## src/rtl/bin_to_bcd4_if.sv

```systemverilog
// Handshake and result bundle between an upstream value source and bin_to_bcd4.
// The master drives the value side; the slave (the converter) drives the result side.
interface bin_to_bcd4_if #(
    parameter int IN_WIDTH = 16
);
    // Input handshake: a value transfers at a rising edge where in_valid and in_ready
    // are both high. The source keeps in_valid and in_data steady until that edge.
    // out_valid is a single-cycle pulse with no back-pressure.
    logic [IN_WIDTH-1:0] in_data;
    logic                in_valid;
    logic                in_ready;
    logic [15:0]         bcd;
    logic [3:0]          blank;
    logic                overflow;
    logic                out_valid;
    logic                busy;

    modport master (
        output in_data, in_valid,
        input  in_ready, bcd, blank, overflow, out_valid, busy
    );

    modport slave (
        input  in_data, in_valid,
        output in_ready, bcd, blank, overflow, out_valid, busy
    );
endinterface

```

## src/rtl/bin_to_bcd4.sv

```systemverilog
// Iterative double-dabble binary-to-BCD converter feeding a 4-digit display.
// Results are registered only at the end of a conversion, so the display never sees partial values.
module bin_to_bcd4 #(
    parameter int IN_WIDTH = 16
) (
    input  logic           clk,
    input  logic           rst_n,
    bin_to_bcd4_if.slave   bus,
    output logic [1:0]     dbg_state
);
    localparam int CW = (IN_WIDTH > 1) ? $clog2(IN_WIDTH) : 1;

    typedef enum logic [1:0] {
        IDLE  = 2'd0,
        SHIFT = 2'd1,
        LOAD  = 2'd2
    } state_t;

    state_t              state;
    logic [CW-1:0]       count;
    logic [IN_WIDTH-1:0] sr;
    logic [19:0]         acc;
    logic [19:0]         acc_adj;

    // Add 3 to each digit of 5 or more, so the following shift carries correctly into the next digit.
    always_comb begin
        acc_adj = acc;
        for (int d = 0; d < 5; d++) begin
            if (acc[d*4 +: 4] >= 4'd5) begin
                acc_adj[d*4 +: 4] = acc[d*4 +: 4] + 4'd3;
            end
        end
    end

    assign dbg_state = state;

    always_ff @(posedge clk or negedge rst_n) begin
        if (!rst_n) begin
            state         <= IDLE;
            count         <= '0;
            sr            <= '0;
            acc           <= '0;
            bus.bcd       <= 16'h0000;
            bus.blank     <= 4'b1110;
            bus.overflow  <= 1'b0;
            bus.out_valid <= 1'b0;
            bus.busy      <= 1'b0;
            bus.in_ready  <= 1'b1;
        end else begin
            bus.out_valid <= 1'b0;
            case (state)
                IDLE: begin
                    if (bus.in_valid) begin
                        sr           <= bus.in_data;
                        acc          <= '0;
                        count        <= CW'(IN_WIDTH - 1);
                        bus.busy     <= 1'b1;
                        bus.in_ready <= 1'b0;
                        state        <= SHIFT;
                    end
                end
                SHIFT: begin
                    acc <= {acc_adj[18:0], sr[IN_WIDTH-1]};
                    sr  <= {sr[IN_WIDTH-2:0], 1'b0};
                    if (count == '0) begin
                        state <= LOAD;
                    end else begin
                        count <= count - 1'b1;
                    end
                end
                LOAD: begin
                    bus.bcd       <= acc[15:0];
                    bus.overflow  <= (acc[19:16] != 4'd0);
                    bus.out_valid <= 1'b1;
                    bus.busy      <= 1'b0;
                    bus.in_ready  <= 1'b1;
                    // An overflowed value has a non-zero fifth digit, so nothing shown is leading.
                    if (acc[19:16] != 4'd0) begin
                        bus.blank <= 4'b0000;
                    end else begin
                        bus.blank[3] <= (acc[15:12] == 4'd0);
                        bus.blank[2] <= (acc[15:8]  == 8'd0);
                        bus.blank[1] <= (acc[15:4]  == 12'd0);
                        bus.blank[0] <= 1'b0;
                    end
                    state <= IDLE;
                end
                default: begin
                    state <= IDLE;
                end
            endcase
        end
    end
endmodule

```

## src/flat_wrapper.sv

```systemverilog
// flat-port wrapper written by rule: the top's interface ports become plain ports
module bin_to_bcd4_flat 
#(
    parameter int IN_WIDTH = 16
)
  (clk, rst_n, dbg_state, bus_in_data, bus_in_valid, bus_in_ready, bus_bcd, bus_blank, bus_overflow, bus_out_valid, bus_busy);
  bin_to_bcd4_if #(.IN_WIDTH(IN_WIDTH)) bus_i ();
  input  logic clk;
  input  logic rst_n;
  output logic [1:0] dbg_state;
  input wire logic [$bits(bus_i.in_data)-1:0] bus_in_data;
  input wire logic [$bits(bus_i.in_valid)-1:0] bus_in_valid;
  output wire logic [$bits(bus_i.in_ready)-1:0] bus_in_ready;
  output wire logic [$bits(bus_i.bcd)-1:0] bus_bcd;
  output wire logic [$bits(bus_i.blank)-1:0] bus_blank;
  output wire logic [$bits(bus_i.overflow)-1:0] bus_overflow;
  output wire logic [$bits(bus_i.out_valid)-1:0] bus_out_valid;
  output wire logic [$bits(bus_i.busy)-1:0] bus_busy;
  assign bus_i.in_data = bus_in_data;
  assign bus_i.in_valid = bus_in_valid;
  assign bus_in_ready = bus_i.in_ready;
  assign bus_bcd = bus_i.bcd;
  assign bus_blank = bus_i.blank;
  assign bus_overflow = bus_i.overflow;
  assign bus_out_valid = bus_i.out_valid;
  assign bus_busy = bus_i.busy;
  bin_to_bcd4 #(.IN_WIDTH(IN_WIDTH)) u_core (.clk(clk), .rst_n(rst_n), .bus(bus_i), .dbg_state(dbg_state));
endmodule
```

## config.mk

```make
export PLATFORM = sky130hd
export DESIGN_NAME = bin_to_bcd4_flat
export DESIGN_NICKNAME = d
export VERILOG_FILES = /design/src/rtl/bin_to_bcd4_if.sv /design/src/rtl/bin_to_bcd4.sv /design/src/flat_wrapper.sv
export SDC_FILE = /design/constraint.sdc
export NUM_CORES = 1
export LEC_CHECK = 0
export BUFFER_PORTS_ARGS = -buffer_cell sky130_fd_sc_hd__buf_2
export CORE_MARGIN = 3
export CORE_UTILIZATION = 25
export DETAILED_ROUTE_END_ITERATION = 7
export PLACE_DENSITY_LB_ADDON = 0.2
export SLEW_MARGIN = 20
export SYNTH_ARGS = -nofsm -noshare
export SYNTH_HDL_FRONTEND = slang
export SYNTH_SLANG_ARGS = --single-unit
export TNS_END_PERCENT = 100
```

## constraint.sdc

```tcl
create_clock -name clk -period 1.9 [get_ports clk]
set_clock_uncertainty 0.05 [all_clocks]
set_input_delay 0.38 -clock clk [delete_from_list [all_inputs] [get_ports clk]]
set_output_delay 0.38 -clock clk [all_outputs]
set_load 0.01 [all_outputs]
```

==> impl_metrics.json, run 1 <==
{
  "crit_arrival_ps": 1810,
  "core_area_um2": 12300,
  "wire_per_inst_um": 13.1,
  "wl_um": 6990,
  "p_leak_nw": 1.76,
  "yosysSeqAreaShare": 0.509,
  "p_total_mw": 6.63,
  "cap_violations": 0,
  "dp_hpwl_um": 4730,
  "clock-sinks": 65,
  "fill_cells": 1319,
  "path_class": "register to register",
  "post-place-ws_ps": 304,
  "place_area_um2": 3560,
  "setup_violations": 0,
  "synth-edff-count": 0,
  "hold_buffers": 0,
  "p_seq_frac": 0.357,
  "ant_nets": 0,
  "p_int_mw": 4.16,
  "synth_top_area_cell": "dfrtp_1",
  "port_buffers": 43,
  "ys_ff_latch": 65,
  "max_slew_margin": 0.647,
  "track_usage": 0.107,
  "seq_area_um2": 1630,
  "multi_input_area_um2": 1330,
  "synth_nets": 349,
  "syn_area_um2": 3210,
  "die_width_um": 119,
  "yosysTopAreaCellShare": 0.476,
  "vias_per_cell": 4.55,
  "max_freq_mhz": 620,
  "grt_max_degree": 66,
  "syn_inst": 316,
  "hp-class": "input port to asynchronous set/reset pin",
  "worst_pin_slew_ps": 528,
  "nets": 393,
  "synthTopCellsByArea": "dfrtp_1 (48%), nand2_1 (7.1%), ha_1 (5.5%)",
  "fin_area_um2": 3870,
  "start_util": 0.262,
  "cts_max_level": 3,
  "ys_top_cells_by_count": "dfrtp_1 (61), nand2_1 (61), inv_1 (23), o21ai_0 (23), nor2_1 (20)",
  "swShare": 0.372,
  "synthArstFlopShare": 1.00,
  "cts_setup_buffers": 0,
  "antenna_cells": 0,
  "clockPowerShare": 0.256,
  "die_h_um": 119,
  "period_share": 0.848,
  "hold_viol": 0,
  "cts_tree": "built",
  "p_sw_mw": 2.47,
  "ir_drop_v": 0.000580,
  "yosys_warnings": 0,
  "drive_above_1_share": 0.211,
  "synth_cell_types": 43,
  "grt_pass1_vias": 2452,
  "drc_errors": 0,
  "cts_resized": 0,
  "antenna_found_initial": 0,
  "final_max_slew_viol_count": 0,
  "cellPowerDensity_nw_per_um2": 1710,
  "worst_setup_path_end_kind": "register",
  "vias": 2424,
  "postSynthAreaPerCell_um2": 10.2,
  "die_area_um2": 14200,
  "ios": 45,
  "numCtsBuffers": 9,
  "drt_pass1_iterations": 4,
  "required_ps": 2100,
  "min_period_ps": 1610,
  "combPwrFrac": 0.387,
  "root_buffer": "clkbuf_16",
  "rsz0062_at_grt": "no",
  "synth-main-ff-cell": "dfrtp_1",
  "tns_ps": 0,
  "cts_buffer_depth": 2,
  "cp-start-kind": "register",
  "first_iter_violations": 103,
  "path_max_fanout": 4,
  "worstSkewPairLatency_ps": 330,
  "grt_pass1_wl_um": 12200,
  "status": "finished, final reports clean",
  "syn2layout_area_growth_pct": 20.7,
  "grt_overflow": 0,
  "cts.clk_slew.worst_paths_ps": 50,
  "fin_ws_ps": 288,
  "gp_congestion": 0.770,
  "final_util": 0.316,
  "core.rowCount": 40
}
sequential cells by signal, indices dropped and copies added, names as in the netlist:
register / flops
u_core.bus.busy: 1
u_core.acc: 20
u_core.bus.blank: 3
u_core.count: 4
u_core.bus.overflow: 1
u_core.sr: 16
u_core.bus.out_valid: 1
u_core.bus.bcd: 16
u_core.bus.in_ready: 1
u_core.dbg_state: 2
power by group through the flow:
| stage | clock network (mW) | logic, mW | registers [mW] |
|---|---|---|---|
| after floorplan | 0 | 2.02 | 2.38 |
| after global placement | 0 | 2.59 | 2.38 |
| after detailed placement | 0 | 2.63 | 2.39 |
| after CTS | 1.76 | 2.63 | 2.37 |
| after global routing | 1.81 | 2.95 | 2.46 |
| final | 1.70 | 2.56 | 2.37 |
worst max-delay path, stage by stage, from the launching register on:
cell     delay, ps
dfrtp_1        400
inv_1          120
ha_1           220
nor3b_1        360
nand4_1        190
o21ai_0        200
path summary, 6_finish.rpt:
kind / start / end / slack, ps / cells past startpoint
setup / recovery: u_core.acc[16] / u_core.bus.blank[1] / 290 / 5
hold / removal: rst_n / u_core.sr[4] / 10 / 2
setup reg to reg: u_core.acc[16] / u_core.bus.blank[1] / 290 / 5
hold reg to reg: u_core.bus.bcd[6] / u_core.bus.bcd[6] / 420 / 2
max in group asynchronous: rst_n / u_core.bus.blank[2] / 1450 / 2
min in group clk: bus_in_data[0] / u_core.sr[0] / 230 / 2
cell usage in the layout, fill, tap and decap left out, types with 3 or more instances in the layout:
cell type / n
a31oi_1: 15
a32o_1: 5
buf_2: 43
buf_4: 6
clkbuf_16: 9
clkbuf_8: 3
dfrtp_1: 61
dfstp_2: 4
ha_1: 14
inv_1: 23
nand2_1: 61
nand2b_1: 3
nor2_1: 20
nor2b_1: 5
o2111ai_1: 10
o211ai_1: 3
o21a_1: 5
o21ai_0: 23
o221ai_2: 5
o311ai_1: 7
o31ai_1: 5
metrics by stage:
stage / instances / hold WS (ps)
finish: 533 / 11.0
global route: 533 / 45.3
CTS: 533 / 29.3
detailed placement: 517 / 383
global placement: 517 / 381
floorplan: 316 / 34.4
per-layer routing:
| metal | vias up | wire length, µm | GRT usage |
|---|---|---|---|
| met5 | - | 0 | 0 |
| li1 | 1212 | - | - |
| met3 | 9 | 333 | 0.0385 |
| met4 | 0 | 72 | 0.0304 |
| met1 | 1145 | 3240 | 0.135 |
| met2 | 58 | 3340 | 0.173 |
kinds of logic (layout without fill, tap and decap cells):
| group | count (synthesis) | after routing | synth area share |
|---|---|---|---|
| compound gates | 91 | 91 | 0.213 |
| xor+xnor | 2 | 2 | 0.00546 |
| fa+ha+maj | 14 | 14 | 0.0546 |
| buf+inv | 41 | 90 | 0.0757 |
| flops | 65 | 65 | 0.509 |
| mux | 2 | 2 | 0.00624 |
| other cells | 1 | 1 | 0.00117 |
| simple gates | 100 | 100 | 0.136 |
final cells by class:
| type | instances | share of cell area |
|---|---|---|
| timing repair buffer | 51 | 0.0776 |
| inverter | 23 | 0.0223 |
| tap | 168 | 0.0543 |
| sequential | 65 | 0.421 |
| clock buffer | 14 | 0.0708 |
| multi-input combinational | 210 | 0.345 |
| clock inverter | 2 | 0.00905 |
(Power assumes the default switching activity.)
==> run 2, diff against run 1 <==
==> constraint.sdc (replaced) <==
create_clock -name clk -period 1.68 [get_ports clk]
set_clock_uncertainty 0.05 [all_clocks]
set_input_delay 0.336 -clock clk [delete_from_list [all_inputs] [get_ports clk]]
set_output_delay 0.336 -clock clk [all_outputs]
set_load 0.01 [all_outputs]
==> run 2 against run 1 <==
Sequential share of layout area shrank 1.1 points. Power grew 16%. Sequential power grew 14%. Flip-flop and latch count is the same. First-iteration DRC count grew 20%. Critical path type unchanged. Critical endpoint is now u_core.count[0].
==> impl_metrics.json, run 2 (same netlist as run 1, synthesis figures left out) <==
{
  "numCtsBuffers": 9,
  "cts_setup_buffers": 0,
  "path_max_fanout": 5,
  "ir_drop_v": 0.000878,
  "start_util": 0.262,
  "die_h_um": 119,
  "seq_area_um2": 1630,
  "final_cell_mix": "nand2_1 (61), dfrtp_1 (61), buf_2 (43)",
  "drc_errors": 0,
  "nets": 400,
  "first_iter_violations": 124,
  "grt_pass1_wl_um": 12000,
  "p_leak_nw": 1.82,
  "cts_buffer_depth": 2,
  "path_class": "register to register",
  "track_usage": 0.107,
  "p_total_mw": 7.69,
  "rsz0062_at_grt": "no",
  "cp-start-kind": "register",
  "final_util": 0.324,
  "top_regs": "u_core.acc: 20 flops, u_core.bus.bcd: 16 flops, u_core.sr: 16 flops",
  "largest-register": "u_core.acc",
  "whs_ps": 181,
  "dpl.cell_count": 523,
  "die_area_um2": 14200,
  "fin_cells": 540,
  "antenna_found_initial": 0,
  "status": "finished, final reports clean",
  "worstSkewPairLatency_ps": 330,
  "min_period_ps": 1560,
  "gp_congestion": 0.804,
  "port_buffers": 43,
  "cts_max_level": 3,
  "cts_tree": "built",
  "grt_max_degree": 42,
  "grt_pass1_vias": 2439,
  "hold_viol": 0,
  "ios": 45,
  "setup_violations": 0,
  "core.rowCount": 40,
  "tns_ps": 0,
  "multi_input_area_um2": 1350,
  "crit_arrival_ps": 1720,
  "die_width_um": 119,
  "dp_hpwl_um": 5000,
  "wl_um": 7140,
  "core_area_um2": 12300,
  "drt_pass1_iterations": 6,
  "clock-sinks": 65,
  "cap_violations": 0,
  "root_buffer": "clkbuf_16",
  "ant_nets": 0,
  "syn2layout_area_growth_pct": 23.9,
  "cts.clk_slew.worst_paths_ps": 50,
  "worst_setup_path_end_kind": "register",
  "required_ps": 1830,
  "max_freq_mhz": 640,
  "fill_cells": 1267,
  "cellPowerDensity_nw_per_um2": 1930,
  "antenna_cells": 0,
  "vias": 2430,
  "wire_per_inst_um": 13.2,
  "vias_per_cell": 4.50,
  "final_max_slew_viol_count": 0,
  "grt_overflow": 0,
  "period_share": 0.930,
  "drive_above_1_share": 0.237,
  "largest_register_ffs": 20,
  "hp-class": "input port to register"
}
run 2: metrics by stage:
step	instance area (µm²)	worst slack, ps
detailed placement	3630	107
finish	3980	117
floorplan	3210	214
global placement	3630	141
CTS	3960	80.7
global route	3980	17.5
run 2: where the power goes:
group,switching [mW],internal [mW],total (mW)
registers,0.473,2.22,2.69
clock network,0.647,1.31,1.95
logic,1.72,1.33,3.05
total,2.84,4.85,7.69
run 2: worst paths after layout:
path	from	cells after the start	slack (ps)	endpoint
max	u_core.count[0]	5	120	u_core.count[0]
min	bus_in_data[0]	2	180	u_core.sr[0]
min reg2reg	u_core.bus.blank[2]	2	410	u_core.bus.blank[2]
max in group asynchronous	rst_n	3	620	u_core.bus.blank[1]
max reg2reg	u_core.count[0]	5	120	u_core.count[0]
min in group asynchronous	rst_n	2	400	u_core.sr[4]
run 2: cell type report:
cell class                 count  area share
inverter                      23      0.0217
timing repair buffer          58      0.0957
clock inverter                 2     0.00881
tap                          168      0.0529
clock buffer                  14      0.0714
multi-input combinational    210       0.339
sequential                    65       0.410
run 2: layer usage:
layer,track usage,vias to the layer above,part of all wire
met5,0,-,0
met3,0.0380,10,0.050
met2,0.166,54,0.47
met1,0.135,1146,0.47
met4,0.0434,0,0.018
li1,-,1220,-
run 2: what timing repair did:
item                                    in CTS  in global routing
hold buffers                                 1                  0
endpoints found under the setup margin       0                  5
gates resized for setup                      0                  6
hold endpoints to repair                    10                  0
run 2: worst max-delay path: stages, from the launching register on:
cell	delay, ps
dfrtp_1	400
inv_1	70
ha_1	170
or3b_1	430
a211oi_1	260
a31oi_1	60
